**config.mk**
```make
export PLATFORM = sky130hd
export DESIGN_NAME = axi_stream_skid_buffer
export DESIGN_NICKNAME = d
export VERILOG_FILES = /design/src/rtl/axi_stream_pkg.sv /design/src/rtl/axi_stream_payload_reg.sv /design/src/rtl/axi_stream_skid_buffer.sv
export SDC_FILE = /design/constraint.sdc
export NUM_CORES = 1
export LEC_CHECK = 0
export ABC_CLOCK_PERIOD_IN_PS = 1600
export CAP_MARGIN = 20
export CORE_ASPECT_RATIO = 1.25
export CORE_MARGIN = 4
export CORE_UTILIZATION = 44
export DETAILED_ROUTE_END_ITERATION = 16
export PLACE_DENSITY = 0.75
export SKIP_CTS_REPAIR_TIMING = 1
export SLEW_MARGIN = 5
export SYNTH_ARGS = -nofsm -noshare
export SYNTH_HDL_FRONTEND = slang
export SYNTH_SLANG_ARGS = --single-unit
```
**constraint.sdc**
```tcl
create_clock -name clk -period 1.6 [get_ports clk]
set_input_delay 0.24 -clock clk [delete_from_list [all_inputs] [get_ports clk]]
set_output_delay 0.24 -clock clk [all_outputs]
set_load 0.01 [all_outputs]
```
**src/rtl/axi_stream_pkg.sv**
```systemverilog
// Shared definitions for the AXI4-Stream skid buffer: state encoding, counter width and
// the helper used to size sideband ports whose configured width may be zero.
package axi_stream_pkg;

  localparam int unsigned CountWidth = 32;

  typedef enum logic [1:0] {
    StEmpty = 2'd0,
    StOne   = 2'd1,
    StFull  = 2'd2
  } state_e;

  // Zero-width sidebands still get a 1-bit port.
  function automatic int unsigned max1(input int unsigned width);
    return (width == 0) ? 1 : width;
  endfunction

endpackage

```
**src/rtl/axi_stream_payload_reg.sv**
```systemverilog
// Load-enabled register holding one concatenated stream payload bundle; cleared on reset.
module axi_stream_payload_reg
  import axi_stream_pkg::*;
#(
  parameter int unsigned Width = 8
) (
  input  logic             clk,
  input  logic             resetn,
  input  logic             i_load,
  input  logic [Width-1:0] i_data,
  output logic [Width-1:0] o_data
);

  logic [Width-1:0] r_data;

  always_ff @(posedge clk or negedge resetn) begin
    if (!resetn) begin
      r_data <= '0;
    end else if (i_load) begin
      r_data <= i_data;
    end
  end

  assign o_data = r_data;

endmodule

```
**src/rtl/axi_stream_skid_buffer.sv**
```systemverilog
// Two-entry AXI4-Stream register slice: registered s_tready, one beat per cycle throughput.
// Define AXIS_SKID_STATS_EN to add the beat_count / packet_count outputs.
module axi_stream_skid_buffer
  import axi_stream_pkg::*;
#(
  parameter int unsigned byte_width = 4,
  parameter int unsigned id_width   = 0,
  parameter int unsigned dest_width = 0,
  parameter int unsigned user_width = 0
) (
  input  logic                          clk,
  input  logic                          resetn,
  input  logic                          s_tvalid,
  output logic                          s_tready,
  input  logic [8*byte_width-1:0]       s_tdata,
  input  logic [byte_width-1:0]         s_tstrb,
  input  logic [byte_width-1:0]         s_tkeep,
  input  logic                          s_tlast,
  input  logic [max1(id_width)-1:0]     s_tid,
  input  logic [max1(dest_width)-1:0]   s_tdest,
  input  logic [max1(user_width)-1:0]   s_tuser,
  output logic                          m_tvalid,
  input  logic                          m_tready,
  output logic [8*byte_width-1:0]       m_tdata,
  output logic [byte_width-1:0]         m_tstrb,
  output logic [byte_width-1:0]         m_tkeep,
  output logic                          m_tlast,
  output logic [max1(id_width)-1:0]     m_tid,
  output logic [max1(dest_width)-1:0]   m_tdest,
  output logic [max1(user_width)-1:0]   m_tuser
`ifdef AXIS_SKID_STATS_EN
  ,
  output logic [CountWidth-1:0]         beat_count,
  output logic [CountWidth-1:0]         packet_count
`endif
);

  localparam int unsigned IdW      = max1(id_width);
  localparam int unsigned DestW    = max1(dest_width);
  localparam int unsigned UserW    = max1(user_width);
  localparam int unsigned PayloadW = 8 * byte_width + 2 * byte_width + 1 + IdW + DestW + UserW;

  state_e                r_state;
  logic                  r_s_tready;
  logic                  r_m_tvalid;
  logic                  w_accept;
  logic                  w_retire;
  logic                  w_out_load;
  logic                  w_out_sel_skid;
  logic                  w_skid_load;
  logic [IdW-1:0]        w_s_tid;
  logic [DestW-1:0]      w_s_tdest;
  logic [UserW-1:0]      w_s_tuser;
  logic [PayloadW-1:0]   w_s_payload;
  logic [PayloadW-1:0]   w_out_d;
  logic [PayloadW-1:0]   w_out_payload;
  logic [PayloadW-1:0]   w_skid_payload;

  // Unused sidebands are forced to zero so the outputs stay tied low.
  assign w_s_tid   = (id_width == 0)   ? '0 : s_tid;
  assign w_s_tdest = (dest_width == 0) ? '0 : s_tdest;
  assign w_s_tuser = (user_width == 0) ? '0 : s_tuser;

  assign w_s_payload = {s_tdata, s_tstrb, s_tkeep, s_tlast, w_s_tid, w_s_tdest, w_s_tuser};

  assign w_accept = s_tvalid && r_s_tready;
  assign w_retire = r_m_tvalid && m_tready;

  always_ff @(posedge clk or negedge resetn) begin
    if (!resetn) begin
      r_state    <= StEmpty;
      r_s_tready <= 1'b0;
      r_m_tvalid <= 1'b0;
    end else begin
      case (r_state)
        StEmpty: begin
          r_s_tready <= 1'b1;
          if (w_accept) begin
            r_state    <= StOne;
            r_m_tvalid <= 1'b1;
          end
        end
        StOne: begin
          if (w_accept && !w_retire) begin
            r_state    <= StFull;
            r_s_tready <= 1'b0;
          end else if (!w_accept && w_retire) begin
            r_state    <= StEmpty;
            r_m_tvalid <= 1'b0;
            r_s_tready <= 1'b1;
          end else begin
            r_s_tready <= 1'b1;
          end
        end
        StFull: begin
          if (w_retire) begin
            r_state    <= StOne;
            r_s_tready <= 1'b1;
          end
        end
        default: begin
          r_state    <= StEmpty;
          r_s_tready <= 1'b0;
          r_m_tvalid <= 1'b0;
        end
      endcase
    end
  end

  always_comb begin
    w_out_load     = 1'b0;
    w_out_sel_skid = 1'b0;
    w_skid_load    = 1'b0;
    case (r_state)
      StEmpty: w_out_load = w_accept;
      StOne: begin
        w_out_load  = w_accept && w_retire;
        w_skid_load = w_accept && !w_retire;
      end
      StFull: begin
        w_out_load     = w_retire;
        w_out_sel_skid = 1'b1;
      end
      default: ;
    endcase
  end

  assign w_out_d = w_out_sel_skid ? w_skid_payload : w_s_payload;

  axi_stream_payload_reg #(
    .Width (PayloadW)
  ) u_out_reg (
    .clk    (clk),
    .resetn (resetn),
    .i_load (w_out_load),
    .i_data (w_out_d),
    .o_data (w_out_payload)
  );

  axi_stream_payload_reg #(
    .Width (PayloadW)
  ) u_skid_reg (
    .clk    (clk),
    .resetn (resetn),
    .i_load (w_skid_load),
    .i_data (w_s_payload),
    .o_data (w_skid_payload)
  );

  assign s_tready = r_s_tready;
  assign m_tvalid = r_m_tvalid;
  assign {m_tdata, m_tstrb, m_tkeep, m_tlast, m_tid, m_tdest, m_tuser} = w_out_payload;

`ifdef AXIS_SKID_STATS_EN
  logic [CountWidth-1:0] r_beat_count;
  logic [CountWidth-1:0] r_packet_count;

  always_ff @(posedge clk or negedge resetn) begin
    if (!resetn) begin
      r_beat_count   <= '0;
      r_packet_count <= '0;
    end else if (w_retire) begin
      r_beat_count <= r_beat_count + 1'b1;
      if (m_tlast) begin
        r_packet_count <= r_packet_count + 1'b1;
      end
    end
  end

  assign beat_count   = r_beat_count;
  assign packet_count = r_packet_count;
`endif

endmodule

```
Word-level counts from Yosys, hierarchy flattened

Cells that the tools add are included.

Memories: 0
Word-level logic and storage cells: 39
Bits in latches: 0
Bits in registers: 89
Bits in read-only memories: 0
Input bits: 48
Output and inout bits: 46
RAM bits: 0

Multipliers: 0
Reduce and logical (&&, ||, !) cells: 10
Add/sub/neg operators: 0
Divide/modulo/power cells: 0
Shift operators: 0
Bitwise logic cells: 1
Order comparisons: 0
Muxes and demuxes: 16
Eq/ne operators: 7

Operator list:

| kind               | count |
|---|---|
| $mux 44            | 1 |
| $pmux 1 s3         | 3 |
| $mux 2             | 4 |
| $ne 2x2->1 const B | 4 |
| $mux 1             | 7 |
| $pmux 2 s3         | 1 |
| $logic_and 1x1->1  | 5 |
| $reduce_and 4->1   | 1 |
| $ne 3x3->1 const B | 1 |
| $reduce_and 3->1   | 1 |
| $eq 2x1->1 const B | 1 |
| $eq 2x2->1 const B | 1 |
| $logic_not 1->1    | 2 |
| $logic_not 2->1    | 1 |
| $not 1->1          | 1 |

Logic depth before layout (Yosys ltp)

Gate-level depths: netlist of run 1.

Depth after elaboration: 6
Mapped depth: 7
Depth with buffers taken out: 4

Cells and area by module

A second synthesis of run 1 with hierarchy kept.

Cells, all modules: 261
Area, all modules: 4626.9 µm²

By module, submodules not included:

| module                 | area an instance (µm²) | cells each | times used | sequential area each (µm²) |
|---|---|---|---|---|
| axi_stream_payload_reg | 1838.0                 | 93         | 2          | 1101.1 |
| axi_stream_skid_buffer | 950.9                  | 75         | 1          | 100.1 |

Worst setup path before layout of run 1

OpenSTA, ideal clock, no wires.

Kind: reg2reg
From: reg r_state[0]
To: reg u_out_reg.r_data[10], in the netlist u_out_reg.o_data[10]
Cell stages (with the launch flop): 8
Library setup time: 0.125 ns
Path buffers: 3
Clock period less this slack: 1.631 ns
Arrival: 1.506 ns
Setup slack: -0.031 ns
Required time: 1.475 ns
Path through: dfrtp_1 -> buf_4 -> nand2b_1 -> buf_4 -> o21ai_2 -> a31oi_4 -> buf_6 -> mux2_2

Cells in the longest elaborated chain, start to end: 3
Elaborated cells on any way between the ends: 6
Classes of those cells: eq/ne: 2; mux: 3; reduce/logical: 1

RTL lines:

| what                     | RTL line                      | source |
|---|---|---|
| start: declaration       | axi_stream_skid_buffer.sv:43  | `state_e r_state;` |
| start signal: assignment | axi_stream_skid_buffer.sv:71  | `r_state <= StEmpty;` |
| start signal: assignment | axi_stream_skid_buffer.sv:79  | `r_state <= StOne;` |
| start signal: assignment | axi_stream_skid_buffer.sv:85  | `r_state <= StFull;` |
| $eq 2x2->1               | axi_stream_skid_buffer.sv:114 | `case (r_state)` |
| $mux 1                   | axi_stream_skid_buffer.sv:114 |  |
| $mux 44                  | axi_stream_skid_buffer.sv:128 | `assign w_out_d = w_out_sel_skid ? w_skid_payload : w_s_payload;` |
| end signal: assignment   | axi_stream_payload_reg.sv:20  | `r_data <= i_data;` |
| end: declaration         | axi_stream_payload_reg.sv:14  | `logic [Width-1:0] r_data;` |

Parallel ways exist; a longest one is shown, timed or not.
A chain may end at the register's enable or synchronous reset.

Final worst setup path of run 1

From: reg r_state[1]
To: reg u_out_reg.r_data[3], in the netlist u_out_reg.o_data[3]

The elaborated chain is that of the path after synthesis.

==> results.ini, run 1 <==
[grt]
top_usage_layer=met2
global_route.usage.total_pct=14.72
use_met3_pct=3.619
grt_util_met2_pct=25.49
first_global_vias=2470
grt_pass1_wl_um=12060
globalRoute.totalOverflow=0
grt_antenna_before_repair=0
use_met1_pct=17.51
grt_max_degree=45

[setup_path]
worst-path-buf-inv=1
critical-path-max-stage-delay_ns=0.39
worstReg2RegStart=r_state[1]
worstPathRequired_ns=1.82
end_kind=flip-flop
highest_fanout_seen_on_the_critical_path=21
endpoint_of_the_lowest_slack_register_to_register_path=u_out_reg.o_data[3]
r2r.worst_path.cells=5
critPathKind=reg -> reg
timing.critical_path.max_delay_family=flip-flops
crit_path_cell_trace=nand2b_2, o21ai_2, a31oi_4, buf_12, mux2_2
worst_path_max_delay_cell=sky130_fd_sc_hd__dfrtp_1
arrival_ns=1.73
reg2reg_setup_slack_ns=0.09
crit_path_start=r_state[1]
start_kind=flip-flop

[floorplan]
number_of_primary_i_o_pins=94
die_w_um=91.35
floorplan.initialDensity_pct=45.86
fp-row-count=37
die-area_um2=10250
fp.coreArea_um2=8333
floorplan.die.height_um=112.2

[synth]
yosys.area_share.adder_pct=0
post_synth_inst_count=251
fraction_of_synthesized_area_in_multiplexers_pct=36.25
avg_synthesized_cell_area_um2=15.22
synth_xor_xnor_area_share_pct=0
combinational_family_with_the_most_area_after_synthesis=multiplexers
synth-compound-area-share_pct=1.572
ys_top_cells_by_area=sky130_fd_sc_hd__dfrtp_1 56%, sky130_fd_sc_hd__mux2_2 36%, sky130_fd_sc_hd__buf_6 2.4%
synth.top_cell.area_share_pct=56.32
synth_seq_cells=86
synth.distinct_cells=19
synth-seq-area-share_pct=56.32
syn_area_um2=3821
synth-simple-area-share_pct=1.703
yosys_warnings=0
synth_area_leader_cell=sky130_fd_sc_hd__dfrtp_1

[finish]
flow.area_growth_from_synthesis_pct=34.54
finish.net_count=397
fraction_of_layout_cells_with_a_size_suffix_above_1_pct=44.92
layout.filler_cells=629
finish.cell_count_without_fillers=451
sequential_cell_area_um2=2152
antenna_cells=0
multi_input_comb_area_um2=1536

[sta]
slew_headroom_pct=60.16
min_tclk_post_route_ns=1.512
hold_viol_final=0
tcrit_tclk_final_pct=94.48
clock-skew-final_ns=0.01205
final_critical_path_setup_slack_ns=0.08836
worst_pin_slew_ns=0.5975
setup_viol=0
timing.fmax_mhz=661.5
totalNegativeSetupSlack_ns=0
drv_slew=0
grt_setup_unrepaired=false

[route]
drtIter0Drc=56
dr_total_vias=2315
detailed_route_drc_error_count=0
drt_first_pass_iters=3
avgViaCountPerCell=5.133
drt-wirelength-per-cell_um=16.28
totalWireLength_um=7343
postRouteAntennaNets=0

[clock_network]
cts-root-to-sink-buffers=2
htreeDepth=3
clkLatencyLatePin_ns=0.34
cts_root_buffer=sky130_fd_sc_hd__clkbuf_8
cts_made_buffers=9
clock_tree_from_tritoncts=done
clkSinkCount=86
cts_clock_pin_slew_for_the_worst_setup_and_hold_paths_ns=0.09

[job]
drv_cap=0

[placed_design]
dp_cells=434
place.gp.congestion=0.7620
buffer_ports.inserted=87
post_place_setup_slack_ns=-0.2640
place_hpwl_um=5096

[worst_hold_path]
min-delay-path-class=in -> async

[power_and_ir_drop]
power.density_nw_per_um2=1991
ir_worst_vdd_mv=1.006
total_leakage_power_nw=2.185

[outcome]
outcome=finished, final reports clean

## Yosys cell counts
cell	n
sky130_fd_sc_hd__nand2b_1	1
sky130_fd_sc_hd__buf_2	4
sky130_fd_sc_hd__nor2_1	5
sky130_fd_sc_hd__o22ai_1	2
sky130_fd_sc_hd__conb_1	1
sky130_fd_sc_hd__buf_4	5
sky130_fd_sc_hd__buf_6	8
sky130_fd_sc_hd__o21ai_2	1
sky130_fd_sc_hd__a31oi_4	1
sky130_fd_sc_hd__nor3_1	1
sky130_fd_sc_hd__a21oi_1	1
sky130_fd_sc_hd__inv_1	2
sky130_fd_sc_hd__mux2_2	123
sky130_fd_sc_hd__dfrtp_1	86
sky130_fd_sc_hd__and3_1	1
sky130_fd_sc_hd__nand2_1	5
sky130_fd_sc_hd__o21ai_0	1
sky130_fd_sc_hd__a22oi_1	1
sky130_fd_sc_hd__nand3_1	2
## metal layers
metal / routed length (um) / share of wire (%)
met1: 3030 / 41
met2: 3897 / 53
met3: 265 / 3.6
met4: 149 / 2.0
met5: 0 / 0
## worst max path at each step
stage	end	slack [ns]	cells after the start
floorplan	u_out_reg.o_data[10]	0.01	7
global placement	u_out_reg.o_data[8]	-0.23	6
detailed placement	u_out_reg.o_data[19]	-0.26	6
CTS	m_tvalid	-0.06	1
global route	u_out_reg.o_data[10]	0.01	5
finish	u_out_reg.o_data[3]	0.09	5
## placed cells by master (no fill, tap or decap), types with 2 or more instances in the layout
master and count:
sky130_fd_sc_hd__nor2_1 5, sky130_fd_sc_hd__clkdlybuf4s50_1 84, sky130_fd_sc_hd__conb_1 3, sky130_fd_sc_hd__dfrtp_1 86
sky130_fd_sc_hd__buf_12 7, sky130_fd_sc_hd__nand2_1 4, sky130_fd_sc_hd__buf_4 8, sky130_fd_sc_hd__clkbuf_8 10
sky130_fd_sc_hd__o22ai_1 2, sky130_fd_sc_hd__inv_1 2, sky130_fd_sc_hd__bufinv_16 3, sky130_fd_sc_hd__dlymetal6s2s_1 2
sky130_fd_sc_hd__mux2_2 123
## registers in the layout, indices dropped and copies added, names as in the netlist
signal             cells
m_tvalid               1
u_out_reg.o_data      41
r_state                2
s_tready               1
u_skid_reg.o_data     41
## stage by stage
stage | hold slack (ns) | instance area (um2) | util (%) | total power, W
after floorplan | -0.05559 | 3829 | - | 0.006595
after global placement | 0.2796 | 4871 | 58.45 | 0.008374
after detailed placement | 0.2843 | 4871 | 58.45 | 0.008535
after CTS | -0.1005 | 5119 | 61.43 | 0.01038
after global routing | 0.4907 | 5141 | 61.70 | 0.01087
final | 0.4421 | 5141 | 61.70 | 0.01023
## worst reg2reg max path, stage by stage, from the launching register on
cell and delay, ns:
sky130_fd_sc_hd__dfrtp_1 0.39, sky130_fd_sc_hd__nand2b_2 0.15, sky130_fd_sc_hd__o21ai_2 0.09, sky130_fd_sc_hd__a31oi_4 0.20, sky130_fd_sc_hd__buf_12 0.21, sky130_fd_sc_hd__mux2_2 0.36
## cell type report
| class | count | area share (%) |
|---|---|---|
| clock buffers | 11 | 2.750 |
| clock inverters | 5 | 2.069 |
| inverters | 2 | 0.1460 |
| multi-input cells | 148 | 29.89 |
| flip-flops and latches | 86 | 41.86 |
| well taps | 97 | 2.361 |
| repair buffers | 102 | 20.93 |
## where the power goes
group	internal (W)	switching, W
combinational	0.00290	0.00164
sequential	0.00331	0.000561
clock	0.00108	0.000742
## cells by family after synthesis
logic type             Yosys count
buffers and inverters           19
AND/OR/NAND/NOR                 15
other                            1
flip-flops                      86
AO/OA/AOI/OAI                    7
multiplexers                   123
(Power assumes the default switching activity.)
==> run 2: changes to the inputs <==
--- a/config.mk
+++ b/config.mk
@@ -5,13 +5,13 @@
 export SDC_FILE = /design/constraint.sdc
 export NUM_CORES = 1
 export LEC_CHECK = 0
-export ABC_CLOCK_PERIOD_IN_PS = 1600
+export ABC_CLOCK_PERIOD_IN_PS = 1430
 export CAP_MARGIN = 20
 export CORE_ASPECT_RATIO = 1.25
 export CORE_MARGIN = 4
-export CORE_UTILIZATION = 44
+export CORE_UTILIZATION = 49
 export DETAILED_ROUTE_END_ITERATION = 16
-export PLACE_DENSITY = 0.75
+export PLACE_DENSITY = 0.79
 export SKIP_CTS_REPAIR_TIMING = 1
 export SLEW_MARGIN = 5
 export SYNTH_ARGS = -nofsm -noshare
==> constraint.sdc (replaced) <==
create_clock -name clk -period 1.43 [get_ports clk]
set_input_delay 0.2145 -clock clk [delete_from_list [all_inputs] [get_ports clk]]
set_output_delay 0.2145 -clock clk [all_outputs]
set_load 0.01 [all_outputs]
==> results.ini, run 2 (synthesis gave the netlist of run 1 again) <==
[route]
drt-wirelength-per-cell_um=17.33  ; +6.4%
dr_total_vias=2356  ; +1.8%
totalWireLength_um=7833  ; +6.7%
detailed_route_drc_error_count=0  ; unchanged
avgViaCountPerCell=5.212  ; +1.5%
drt_first_pass_iters=4  ; +1
postRouteAntennaNets=0  ; unchanged
drtIter0Drc=46  ; -18%

[floorplan]
floorplan.initialDensity_pct=51.03  ; +5.2 points
fp-row-count=35  ; -5.4%
number_of_primary_i_o_pins=94  ; unchanged
floorplan.die.height_um=106.7  ; -4.9%
fp.coreArea_um2=7488  ; -10%
die-area_um2=9284  ; -9.4%
die_w_um=86.99  ; -4.8%

[grt]
first_global_vias=2513  ; +1.7%
grt_max_degree=37  ; -18%
global_route.usage.total_pct=17.47  ; +2.7 points
grt_antenna_before_repair=0  ; unchanged
globalRoute.totalOverflow=0  ; unchanged
grt_pass1_wl_um=12570  ; +4.2%

[finish]
finish.net_count=403  ; +1.5%
layout.filler_cells=499  ; -21%
antenna_cells=0  ; unchanged
flow.area_growth_from_synthesis_pct=40.77
fraction_of_layout_cells_with_a_size_suffix_above_1_pct=46.39  ; +1.5 points
final_common_cell=sky130_fd_sc_hd__mux2_2
layout.core_utilization_pct=71.83  ; +10 points
layout.cells.most_common_list=122 x sky130_fd_sc_hd__mux2_2, 85 x sky130_fd_sc_hd__dfrtp_1, 43 x sky130_fd_sc_hd__clkdlybuf4s50_1, 43 x sky130_fd_sc_hd__dlymetal6s2s_1, 10 x sky130_fd_sc_hd__buf_4

[outcome]
violations_in_the_final_reports=setup timing
outcome=finished, violations left

[power_and_ir_drop]
total_leakage_power_nw=2.655  ; +22%
power.density_nw_per_um2=2183  ; +9.7%
ir_worst_vdd_mv=1.228  ; +22%
total_power_w=0.01174  ; +15%

[job]
drv_cap=0  ; unchanged

[clock_network]
clkLatencyLatePin_ns=0.35  ; about the same
cts_clock_pin_slew_for_the_worst_setup_and_hold_paths_ns=0.09  ; about the same
cts_made_buffers=9  ; unchanged
clkSinkCount=86  ; unchanged
htreeDepth=3  ; unchanged
cts_root_buffer=sky130_fd_sc_hd__clkbuf_8
clock_tree_from_tritoncts=done
cts-root-to-sink-buffers=2  ; unchanged

[sta]
hold_viol_final=0  ; unchanged
tcrit_tclk_final_pct=110.0  ; +15 points
clock-skew-final_ns=0.007263  ; -0.004787 ns
grt_setup_unrepaired=true
setup_viol=82  ; +82
timing.fmax_mhz=635.9  ; -3.9%
min_tclk_post_route_ns=1.573  ; +0.06090 ns
whs_ns=0.3070  ; -0.1350 ns
totalNegativeSetupSlack_ns=-7.220  ; -7.220 ns
drv_slew=0  ; unchanged
final_critical_path_setup_slack_ns=-0.1425  ; -0.2309 ns

[placed_design]
place.gp.congestion=0.8128  ; +6.7%
place_hpwl_um=5178  ; +1.6%
buffer_ports.inserted=87  ; unchanged

[setup_path]
arrival_ns=1.81  ; +0.08 ns
worstPathRequired_ns=1.67  ; -0.15 ns
highest_fanout_seen_on_the_critical_path=27  ; +29%
end_kind=flip-flop
critPathKind=reg -> reg
start_kind=flip-flop

[worst_hold_path]
min-delay-path-class=in -> async

## run 2: cell types whose count changed in the layout (fill, tap and decap cells not counted), sizes merged
cell           delta
dlymetal6s2s     +41
buf               +4
inv               +1
bufinv            +1
clkdlybuf4s50    -41
## run 2: through the flow
| stage | instances | instance area [um2] | worst slack (ns) |
|---|---|---|---|
| 6_report | 452 | 5379 | -0.1425 |
| 5_1_grt | 452 | 5379 | -0.1979 |
| 4_1_cts | 445 | 5122 | -0.2516 |
| 3_5_place_dp | 429 | 4853 | -0.4342 |
| 3_3_place_gp | 429 | 4853 | -0.3858 |
| 2_1_floorplan | 253 | 3862 | -0.1328 |
## run 2: worst paths after layout
| kind | from | end | cells past startpoint | slack, ns |
|---|---|---|---|---|
| worst max-delay path | r_state[1] | u_out_reg.o_data[12] | 5 | -0.14 |
| worst min-delay path | resetn | u_out_reg.o_data[23] | 2 | 0.31 |
| worst max register to register | r_state[1] | u_out_reg.o_data[12] | 5 | -0.14 |
| worst min register to register | u_out_reg.o_data[4] | u_out_reg.o_data[4] | 1 | 0.50 |
| max in group asynchronous | resetn | r_state[1] | 3 | 0.59 |
| min in group clk | s_tstrb[2] | u_skid_reg.o_data[10] | 2 | 0.49 |
## run 2: per-layer routing
| metal | up-vias | share of wire, % | GRT usage (%) | wire length [um] |
|---|---|---|---|---|
| met1 | 1197 | 41 | 22.24 | 3226 |
| met2 | 54 | 52 | 28.50 | 4048 |
| met5 | - | 0 | 0 | 0 |
| li1 | 1096 | - | - | - |
| met4 | 0 | 1.4 | 7.350 | 113 |
| met3 | 9 | 5.7 | 3.766 | 444 |
## run 2: final cells by class
cell class                      count  area, um2  share of cell area, %
Sequential cell                    86       2153                  40.03
Multi-Input combinational cell    148       1568                  29.15
Timing Repair Buffer              108       1266                  23.54
Clock inverter                      7      145.1                  2.698
Clock buffer                        9      123.9                  2.303
Tap cell                           92      115.1                  2.140
Inverter                            2      7.507                 0.1396
## run 2: critical path: stages (launching register included)
cell	delay, ns
sky130_fd_sc_hd__dfrtp_2	0.44
sky130_fd_sc_hd__nand2b_4	0.13
sky130_fd_sc_hd__o21ai_4	0.08
sky130_fd_sc_hd__a31oi_4	0.20
sky130_fd_sc_hd__buf_12	0.23
sky130_fd_sc_hd__mux2_2	0.36
## run 2: report_power, final
part	switching, W	internal [W]	total [W]
combinational	0.00193	0.00326	0.00519
clock	0.000876	0.00135	0.00222
sequential	0.000630	0.00370	0.00433
total	0.00344	0.00830	0.0117
==> run 3: changes to the inputs <==
--- a/config.mk
+++ b/config.mk
@@ -12,6 +12,7 @@
 export CORE_UTILIZATION = 49
 export DETAILED_ROUTE_END_ITERATION = 16
 export PLACE_DENSITY = 0.79
+export SETUP_SLACK_MARGIN = 0.4
 export SKIP_CTS_REPAIR_TIMING = 1
 export SLEW_MARGIN = 5
 export SYNTH_ARGS = -nofsm -noshare
==> results.ini, run 3 (synthesis gave the netlist of run 1 again) <==
[job]
drv_cap=0  ; unchanged

[setup_path]
highest_fanout_seen_on_the_critical_path=4  ; -85%
critPathKind=reg -> reg
worstPathRequired_ns=1.67  ; about the same
reg2reg_setup_slack_ns=-0.16  ; -0.02 ns
crit_path_cell_trace=buf_6, nor2_4, buf_12, nand3_4, clkbuf_16, mux2_2
start_kind=flip-flop
worst_path_max_delay_cell=sky130_fd_sc_hd__dfrtp_2
critical-path-max-stage-delay_ns=0.46  ; +0.02 ns
endpoint_of_the_lowest_slack_register_to_register_path=u_skid_reg.o_data[3]
end_kind=flip-flop
r2r.worst_path.cells=6  ; +1
worstReg2RegStart=r_state[1]
arrival_ns=1.83  ; +0.02 ns

[grt]
grt_max_degree=87  ; +140%
globalRoute.totalOverflow=0  ; unchanged
grt_pass1_wl_um=12390  ; -1.4%
global_route.usage.total_pct=17.21  ; -0.26 points
first_global_vias=2560  ; +1.9%
grt_antenna_before_repair=0  ; unchanged

[power_and_ir_drop]
ir_worst_vdd_mv=1.053  ; -14%
power.density_nw_per_um2=2245  ; +2.8%
total_leakage_power_nw=2.385  ; -10%

[finish]
fraction_of_layout_cells_with_a_size_suffix_above_1_pct=62.27  ; +16 points
finish.cell_count_without_fillers=471  ; +4.2%
antenna_cells=0  ; unchanged
multi_input_comb_area_um2=1609  ; +2.6%
layout.filler_cells=535  ; +7.2%
layout.cells.most_common_list=123 x sky130_fd_sc_hd__mux2_2, 84 x sky130_fd_sc_hd__dfrtp_1, 42 x sky130_fd_sc_hd__clkdlybuf4s50_1, 36 x sky130_fd_sc_hd__buf_2, 17 x sky130_fd_sc_hd__buf_4
sequential_cell_area_um2=2155  ; about the same
layout.core_utilization_pct=71.11  ; -0.72 points
final_common_cell=sky130_fd_sc_hd__mux2_2
flow.area_growth_from_synthesis_pct=39.36
finish.net_count=422  ; +4.7%

[route]
totalWireLength_um=8801  ; +12%
postRouteAntennaNets=0  ; unchanged
drtIter0Drc=123  ; +170%
avgViaCountPerCell=5.229  ; +0.32%
dr_total_vias=2463  ; +4.5%
detailed_route_drc_error_count=0  ; unchanged
drt_first_pass_iters=4  ; unchanged
drt-wirelength-per-cell_um=18.69  ; +7.8%

[worst_hold_path]
min-delay-path-class=in -> reg
hold_path_startpoint=m_tready
hold-path-endpoint=m_tvalid
hold-path-cell-count=4

[clock_network]
htreeDepth=3  ; unchanged
cts_made_buffers=9  ; unchanged
cts_clock_pin_slew_for_the_worst_setup_and_hold_paths_ns=0.09  ; about the same
cts_root_buffer=sky130_fd_sc_hd__clkbuf_8
clkSinkCount=86  ; unchanged
cts-root-to-sink-buffers=2  ; unchanged
clkLatencyLatePin_ns=0.35  ; about the same
clock_tree_from_tritoncts=done

[floorplan]
fp.coreArea_um2=7488  ; unchanged
number_of_primary_i_o_pins=94  ; unchanged
die-area_um2=9284  ; unchanged
fp-row-count=35  ; unchanged
floorplan.initialDensity_pct=51.03  ; unchanged
die_w_um=86.99  ; unchanged
floorplan.die.height_um=106.7  ; unchanged

[sta]
tcrit_tclk_final_pct=111.1  ; +1.2 points
clock-skew-final_ns=0.01012  ; +0.002858 ns
final_critical_path_setup_slack_ns=-0.1592  ; -0.01664 ns
setup_viol=82  ; unchanged
timing.fmax_mhz=629.3  ; -1.0%
hold_viol_final=0  ; unchanged
drv_slew=0  ; unchanged
totalNegativeSetupSlack_ns=-10.73  ; -3.513 ns
min_tclk_post_route_ns=1.589  ; +0.01663 ns
whs_ns=0.3535  ; +0.04646 ns
grt_setup_unrepaired=true

[placed_design]
place.gp.congestion=0.8225  ; +1.2%
dp_cells=429  ; unchanged
buffer_ports.inserted=87  ; unchanged
place_hpwl_um=5025  ; -3.0%
post_place_setup_slack_ns=-0.4761  ; -0.04191 ns

[outcome]
violations_in_the_final_reports=setup timing
outcome=finished, violations left

==> run 3: changes by cell type in the layout (fill, tap and decap cells not counted), sizes merged <==
cell	before	now
nand3	2	3
clkbuf	11	19
dlymetal6s2s	43	1
bufinv	4	2
clkdlybuf4s50	43	42
inv	3	2
clkinvlp	1	2
buf	19	74
==> run 3: layer usage <==
layer | global-route usage, % | up-vias | part of all wire, %
met3 | 4.228 | 9 | 4.7
met5 | 0 | - | 0
met2 | 28.34 | 57 | 52
met1 | 21.30 | 1255 | 42
met4 | 7.350 | 0 | 1.3
li1 | - | 1142 | -
==> run 3: metrics by stage <==
step,cell area [um2],power [W]
5_1_grt,5325,0.01267
3_5_place_dp,4867,0.009607
2_1_floorplan,3864,0.007461
3_3_place_gp,4867,0.009435
6_report,5325,0.01195
4_1_cts,5082,0.01149
==> run 3: worst max-delay path: cells and delay by family (launching register included) <==
family | cells | cell delay, ns
buf+inv | 3 | 0.47
flops | 1 | 0.46
mux | 1 | 0.27
simple gates | 2 | 0.28
==> run 3: worst max path at each step <==
stage,startpoint,to,slack (ns)
2_1_floorplan,r_state[0],u_out_reg.o_data[10],-0.13
3_3_place_gp,s_tvalid,u_out_reg.o_data[26],-0.45
3_5_place_dp,s_tvalid,u_out_reg.o_data[4],-0.48
4_1_cts,s_tready,u_out_reg.o_data[18],-0.21
5_1_grt,r_state[1],u_out_reg.o_data[39],-0.19
6_report,r_state[1],u_skid_reg.o_data[3],-0.16
==> run 3: area by class of cell <==
| class | count | area share (%) |
|---|---|---|
| clock buffers | 11 | 2.467 |
| clock inverters | 5 | 1.574 |
| inverters | 2 | 0.1880 |
| multi-input cells | 149 | 30.22 |
| flip-flops and latches | 86 | 40.46 |
| well taps | 92 | 2.162 |
| repair buffers | 126 | 22.93 |
==> run 3: report_power, final <==
part           switching, W  internal, W  total, W
Combinational       0.00224      0.00348   0.00572
Sequential         0.000673      0.00370   0.00438
Clock              0.000871     0.000989   0.00186
Total               0.00378      0.00817    0.0120
